===== config.mk =====
export PLATFORM = sky130hd
export DESIGN_NAME = chan_err_inj
export DESIGN_NICKNAME = d
export VERILOG_FILES = /design/src/rtl/chan_pkg.sv /design/src/rtl/chan_lfsr16.sv /design/src/rtl/chan_err_inj.sv
export SDC_FILE = /design/constraint.sdc
export NUM_CORES = 1
export LEC_CHECK = 0
export BUFFER_PORTS_ARGS = -buffer_cell sky130_fd_sc_hd__buf_2
export CORE_UTILIZATION = 45
export DETAILED_ROUTE_END_ITERATION = 16
export GPL_ROUTABILITY_DRIVEN = 0
export PLACE_DENSITY = 0.64
export SLEW_MARGIN = 0
export SYNTH_ARGS = -nofsm -noshare
export SYNTH_HDL_FRONTEND = slang
export SYNTH_HIERARCHICAL = 1
export SYNTH_SLANG_ARGS = --single-unit
export TNS_END_PERCENT = 30

===== constraint.sdc =====
create_clock -name clk -period 2.6 [get_ports clk]
set_input_delay 0.13 -clock clk [delete_from_list [all_inputs] [get_ports clk]]
set_output_delay 0.13 -clock clk [all_outputs]
set_load 0.05 [all_outputs]

===== src/rtl/chan_pkg.sv =====
// rtl/chan_pkg.sv - shared types and constants for the channel error injector
package chan_pkg;

    typedef enum logic [1:0] {
        PASS     = 2'b00,
        PERIODIC = 2'b01,
        RANDOM   = 2'b10,
        RBURST   = 2'b11
    } mode_t;

    typedef enum logic [1:0] {
        IDLE  = 2'b00,
        BURST = 2'b01,
        GUARD = 2'b10
    } burst_st_t;

    // Feedback taps 16,14,13,11 expressed as bit positions 15,13,12,10
    localparam logic [15:0] LFSR_TAPS    = 16'hB400;
    localparam logic [15:0] DEFAULT_SEED = 16'hACE1;

endpackage


===== src/rtl/chan_lfsr16.sv =====
// rtl/chan_lfsr16.sv - 16-bit Fibonacci LFSR, advances only when adv is high
module chan_lfsr16
    import chan_pkg::*;
#(
    parameter logic [15:0] SEED = DEFAULT_SEED
) (
    input  logic        clk,
    input  logic        rst,
    input  logic        adv,
    output logic [15:0] q
);

    // An all-zero state would lock up, so a zero seed falls back to the default
    localparam logic [15:0] INIT = (SEED == 16'h0000) ? DEFAULT_SEED : SEED;

    logic [15:0] lfsr_q;
    logic [15:0] lfsr_d;

    assign lfsr_d = {lfsr_q[14:0], ^(lfsr_q & LFSR_TAPS)};

    always_ff @(posedge clk or negedge rst) begin
        if (!rst) begin
            lfsr_q <= INIT;
        end else if (adv) begin
            lfsr_q <= lfsr_d;
        end
    end

    assign q = lfsr_q;

endmodule


===== src/rtl/chan_err_inj.sv =====
// rtl/chan_err_inj.sv - registered channel stage that XORs periodic/random/burst errors onto encoder symbols
// Optional error statistics counters are built only when CHAN_STATS_EN is defined.
module chan_err_inj
    import chan_pkg::*;
#(
    parameter int          N         = 4,
    parameter int          WINDOW    = 256,
    parameter logic [8:0]  THRESH    = 9'd16,
    parameter logic [15:0] SEED      = DEFAULT_SEED,
    parameter int          BURST_LEN = 4,
    parameter int          GUARD_LEN = 8
) (
    input  logic        clk,
    input  logic        rst,
    input  logic        enable_i,
    input  logic [1:0]  d_in,
    input  logic [1:0]  mode_i,
    input  logic [1:0]  mask_i,
    output logic        valid_o,
    output logic [1:0]  d_out,
    output logic [15:0] err_word_ct,
    output logic [15:0] bad_bit_ct
);

    // The IDLE word is the first burst word, so BURST covers the remaining BURST_LEN-1
    localparam logic [7:0] BURST_LD = (BURST_LEN >= 2) ? 8'(BURST_LEN - 2) : 8'd0;
    localparam logic [7:0] GUARD_LD = (GUARD_LEN >= 1) ? 8'(GUARD_LEN - 1) : 8'd0;

    mode_t       mode;
    burst_st_t   st_q;
    logic [7:0]  cnt_q;
    logic [15:0] word_ct_q;
    logic [15:0] lfsr;
    logic        valid_q;
    logic [1:0]  d_out_q;
    logic        in_win;
    logic        lo_hit;
    logic        hi_hit;
    logic        burst_inj;
    logic [1:0]  m;

    assign mode   = mode_t'(mode_i);
    assign in_win = {16'h0000, word_ct_q} < 32'(WINDOW);
    assign lo_hit = {1'b0, lfsr[7:0]}  < THRESH;
    assign hi_hit = {1'b0, lfsr[15:8]} < THRESH;

    chan_lfsr16 #(
        .SEED (SEED)
    ) u_lfsr (
        .clk (clk),
        .rst (rst),
        .adv (enable_i),
        .q   (lfsr)
    );

    always_comb begin
        burst_inj = 1'b0;
        case (st_q)
            IDLE:    burst_inj = lo_hit;
            BURST:   burst_inj = 1'b1;
            default: burst_inj = 1'b0;
        endcase
    end

    always_comb begin
        m = 2'b00;
        if (in_win) begin
            case (mode)
                PERIODIC: m = (word_ct_q[N-1:1] == '0) ? mask_i : 2'b00;
                RANDOM:   m = {lo_hit, hi_hit};
                RBURST:   m = burst_inj ? mask_i : 2'b00;
                default:  m = 2'b00;
            endcase
        end
    end

    always_ff @(posedge clk or negedge rst) begin
        if (!rst) begin
            st_q  <= IDLE;
            cnt_q <= 8'd0;
        end else if (enable_i) begin
            if (mode != RBURST) begin
                st_q  <= IDLE;
                cnt_q <= 8'd0;
            end else begin
                case (st_q)
                    IDLE: begin
                        if (lo_hit) begin
                            if (BURST_LEN > 1) begin
                                st_q  <= BURST;
                                cnt_q <= BURST_LD;
                            end else if (GUARD_LEN > 0) begin
                                st_q  <= GUARD;
                                cnt_q <= GUARD_LD;
                            end
                        end
                    end
                    BURST: begin
                        if (cnt_q == 8'd0) begin
                            st_q  <= (GUARD_LEN > 0) ? GUARD : IDLE;
                            cnt_q <= GUARD_LD;
                        end else begin
                            cnt_q <= cnt_q - 8'd1;
                        end
                    end
                    GUARD: begin
                        if (cnt_q == 8'd0) begin
                            st_q <= IDLE;
                        end else begin
                            cnt_q <= cnt_q - 8'd1;
                        end
                    end
                    default: begin
                        st_q  <= IDLE;
                        cnt_q <= 8'd0;
                    end
                endcase
            end
        end
    end

    always_ff @(posedge clk or negedge rst) begin
        if (!rst) begin
            word_ct_q <= 16'h0000;
            valid_q   <= 1'b0;
            d_out_q   <= 2'b00;
        end else begin
            valid_q <= enable_i;
            if (enable_i) begin
                d_out_q <= d_in ^ m;
                if (word_ct_q != 16'hFFFF) begin
                    word_ct_q <= word_ct_q + 16'd1;
                end
            end
        end
    end

    assign valid_o = valid_q;
    assign d_out   = d_out_q;

`ifdef CHAN_STATS_EN
    logic [15:0] err_q;
    logic [15:0] bad_q;
    logic [16:0] bad_sum;

    assign bad_sum = {1'b0, bad_q} + {15'd0, m[1]} + {15'd0, m[0]};

    always_ff @(posedge clk or negedge rst) begin
        if (!rst) begin
            err_q <= 16'h0000;
            bad_q <= 16'h0000;
        end else if (enable_i) begin
            if ((m != 2'b00) && (err_q != 16'hFFFF)) begin
                err_q <= err_q + 16'd1;
            end
            bad_q <= bad_sum[16] ? 16'hFFFF : bad_sum[15:0];
        end
    end

    assign err_word_ct = err_q;
    assign bad_bit_ct  = bad_q;
`else
    assign err_word_ct = 16'h0000;
    assign bad_bit_ct  = 16'h0000;
`endif

endmodule


# Word level (Yosys, flattened, before mapping)
# Index checks and enable logic that the tools add are counted.
# W data, S select, Z words.
[word_totals]
register_bits = 45
in_bits = 9
output_inout_bits = 35
wordCells = 45
[op_classes]
n_addsub = 2
order_cmp = 3
eq_ne = 11
n_mux = 15
n_bitwise = 1
n_reduce_logical = 7
[op_table]
columns = ["operator", "n"]
rows = [
  ["$mux W8", 4],
  ["$pmux W8 S3", 1],
  ["$add A16 B1 Y16 const B", 1],
  ["$lt A16 B9 Y1 const B", 1],
  ["$lt A8 B5 Y1 const B", 2],
  ["$ne A16 B16 Y1 const B", 1],
  ["$reduce_xor A16 Y1", 1],
  ["$mux W2", 7],
  ["$ne A3 B3 Y1 const B", 4],
  ["$pmux W2 S3", 2],
  ["$logic_not A8 Y1", 1],
  ["$sub A8 B1 Y8 const B", 1],
  ["$eq A2 B2 Y1 const B", 3],
  ["$eq A2 B1 Y1 const B", 2],
  ["$reduce_and A4 Y1", 1],
  ["$logic_not A3 Y1", 1],
  ["$reduce_and A3 Y1", 1],
  ["$logic_not A2 Y1", 1],
  ["$ne A2 B2 Y1 const B", 1],
  ["$pmux W1 S2", 1],
  ["$reduce_and A2 Y1", 1],
  ["$xor A2 B2 Y2", 1],
]

# Depth between registers and ports, before layout
[logic_depth]
depth_word = 6
depth_mapped = 6
depth_no_buf = 6

# Modules after synthesis
# Netlist, hierarchy kept.
[modules_own_cells]
columns = ["mod", "n_inst", "cells_each", "area_each_um2", "seq_area_each_um2"]
rows = [
  ["chan_err_inj", 1, 211, 2048.2, 725.7],
  ["chan_lfsr16", 1, 53, 788.3, 410.4],
]

# Worst setup path after synthesis
# Ideal clock, no wire load.
[synth_timing]
kind = "reg-to-reg"
startpoint = "register cnt_q[0]"
endpoint = "register cnt_q[0]"
setup_ns = 0.125
arrival_ns = 1.677
required_time_ns = 2.475
path_slack_ns = 0.798
stages_incl_launch_ff = 7
path_buffers = 0
synth_period_minus_slack_ns = 1.802
cell_sequence = "dfrtp_1 -> inv_1 -> ha_1 -> nor3b_1 -> nand3_2 -> and2_4 -> mux2_4"
[synth_between]
elab_chain_len = 4
word_cells_on_any_way = 8
classes_between = "add/sub (1); eq/ne (1); mux (4); reduce/logical (2)"
[synth_rtl]
columns = ["element", "line", "source"]
rows = [
  ["start: declaration", "chan_err_inj.sv:31", "logic [7:0] cnt_q;"],
  ["start signal: assignment", "chan_err_inj.sv:103", "cnt_q <= cnt_q - 8'd1;"],
  ["start signal: assignment", "chan_err_inj.sv:110", "cnt_q <= cnt_q - 8'd1;"],
  ["$sub A8 B1 Y8 or $logic_not A8 Y1 (tied branches)", "-", ""],
  ["$mux W8 (on tied branches)", "chan_err_inj.sv:107, chan_err_inj.sv:99", ""],
  ["$pmux W8 S3", "chan_err_inj.sv:86", "case (st_q)"],
  ["$mux W8", "chan_err_inj.sv:82", "if (mode != RBURST) begin"],
]
# Parallel ways exist; a longest one is shown, timed or not. The select of a mux whose other input is x is not followed.
# A chain may end at the register's enable or synchronous reset.

# Worst setup path after layout
[layout_timing]
startpoint = "register cnt_q[0]"
endpoint = "register cnt_q[4]"
# The elaborated chain is that of the path after synthesis.

==> metrics.yaml <==
outcome:
  status: "finished, violations left"
  violations: "hold timing"
finish:
  utilization_pct: 47.3
  antenna_cells: 0
  nets: 271
  syn_to_final_growth_pct: 0.811
  final_cells: 335
  final_area_mm2: 0.00280
  drive_gt1_share_pct: 24.6
worst_setup_path:
  start_kind: "flip-flop"
  worstPathCellList: "inv_1 -> ha_1 -> nor3b_1 -> nand3_2 -> and3b_4 -> a32o_1"
  path_class: "flip-flop to flip-flop"
  cp_top_family: "simple AND/OR/NAND/NOR gates"
  cp_slowest_cell: "nor3b_1"
  cp_num_buf_inv: 1
  worstPathArrival_ns: 2.29
  worstSetupEndpointType: "flip-flop"
  critPathRequiredTime_ns: 2.79
  path_max_fanout: 8
  max_stage_delay_ns: 0.46
grt:
  grt.total_usage_pct: 16.5
  grt_max_degree: 46
  grt_first_pass_wirelength_um: 8140
  antenna_found_initial: 0
  grt.overflow.total: 0
  grt_pass1_vias: 1753
clock_network:
  cts_root_buf: "clkbuf_8"
  cts_tree: "built"
  postCtsSetupBuffers: 0
  clk_path_buf_depth: 2
  clk_pin_slew_worst_paths_ns: 0.09
  cts_made_buffers: 5
  ctsResizeCount: 0
  cts_hold_buf: 0
  insertion_delay_ns: 0.30
  clock-sinks: 45
  htree_levels: 2
pwr:
  p_int_mw: 1.56
  comb_power_share_pct: 29.2
  peakVddDrop_uv: 378
  clkPwrFrac_pct: 22.4
  swShare_pct: 33.2
  p_total_mw: 2.34
  power_density_mw_per_mm2: 836
  switchingPower_uw: 776
  p_leak_nw: 1.15
  p_seq_share_pct: 48.4
logic_synthesis:
  syn_area_mm2: 0.00278
  syn_area_per_cell_um2: 10.8
  syn_inst: 256
  synth-warning-count: 6
route:
  wl_um: 4660
  drt-pass1-iter-count: 4
  drtIter0Drc: 104
  ant_nets: 0
  drcViolationCount: 0
  vias: 1809
  wl_per_cell_um: 13.9
  vias_per_cell: 5.40
timing:
  hold_viol: 37
  finalWorstSetupSlack_ns: 0.505
  drv_slew: 0
  worstMarginPinSlew_ns: 0.965
  rsz0062_at_grt: "false"
  relSlewSlack_pct: 35.6
  period_needed_ns: 2.10
  skew_ns: 0.00935
  setup_tns_ns: 0
  holdWs_ns: -0.0253
  fmax_mhz: 477
  setup_viol: 0
  fin_crit_sh_pct: 80.6
placement:
  port_buffers: 11
  dp_hpwl_um: 3300
  placed_area_mm2: 0.00268
  post-place-cells: 327
  pre_cts_ws_ns: 0.567
floorplanning:
  die_area_mm2: 0.00649
  boundaryPins: 44
  die_height_um: 80.6
  die_x_um: 80.6
  core_mm2: 0.00592
  num_rows: 28
  start_util_pct: 46.9
flow_run:
  max_cap_violations: 0
hold_path:
  hp-class: "input pin to asynchronous set/reset pin"
## cell type report
| class | count | area [µm²] |
|---|---|---|
| multi-input combinational | 189 | 1370 |
| inverter | 6 | 22.5 |
| sequential | 45 | 1140 |
| clock buffer | 5 | 68.8 |
| clock inverter | 3 | 46.3 |
| timing repair buffer | 12 | 62.6 |
| fill | 567 | 3120 |
| tap | 75 | 93.8 |
## cells in the final DEF, fill, tap and decap left out, drive strengths merged, types with 2 or more instances in the layout
cell type / count
nor2: 8
nor3b: 2
a22o: 4
nor4: 5
nor3: 5
mux2: 19
nor2b: 5
and3b: 3
o21ai: 3
nand4: 6
dfrtp: 37
a21oi: 8
xnor2: 13
nor4b: 3
and2b: 2
a211oi: 2
a31oi: 5
o211ai: 7
o2111ai: 2
or3: 2
nand3: 16
or2: 3
and2: 3
buf: 12
clkbuf: 5
xor2: 2
nand4b: 2
dfstp: 8
nand2: 7
ha: 3
inv: 6
conb: 32
## final timing paths
| check | cells after the start | startpoint | slack, ns | endpoint |
|---|---|---|---|---|
| max in group asynchronous | 1 | rst | 2.02 | word_ct_q[8] |
| worst max register to register | 6 | cnt_q[0] | 0.50 | cnt_q[4] |
| worst min register to register | 2 | u_lfsr/q[0] | 0.49 | u_lfsr/q[0] |
| worst min-delay path | 1 | rst | -0.03 | u_lfsr/q[2] |
| worst max-delay path | 6 | cnt_q[0] | 0.50 | cnt_q[4] |
| min in group clk | 3 | d_in[0] | 0.13 | d_out[0] |
## worst register-to-register path: stages (launching register included)
cell and delay, ns:
dfrtp_1 0.44, inv_1 0.11, ha_1 0.16, nor3b_1 0.46, nand3_2 0.28, and3b_4 0.28
a32o_1 0.25
## state kept, by name (all words and copies together), names as in the netlist
signal / cells
cnt_q: 8
u_lfsr/q: 16
valid_o: 1
st_q: 2
word_ct_q: 16
d_out: 2
## power by group through the flow
stage / clock [mW] / combinational [mW] / sequential (mW)
after global placement: 0 / 0.678 / 1.14
after global routing: 0.579 / 0.755 / 1.17
final: 0.524 / 0.683 / 1.13
after floorplan: 0 / 0.715 / 1.10
after CTS: 0.545 / 0.692 / 1.13
after detailed placement: 0 / 0.688 / 1.15
## routing by layer
metal,part of all wire (%),GRT usage (%)
met1,46,21.1
met2,49,27.3
met3,3.1,3.41
met4,1.8,5.89
met5,0,0
Power figures use the tool's default switching activity.
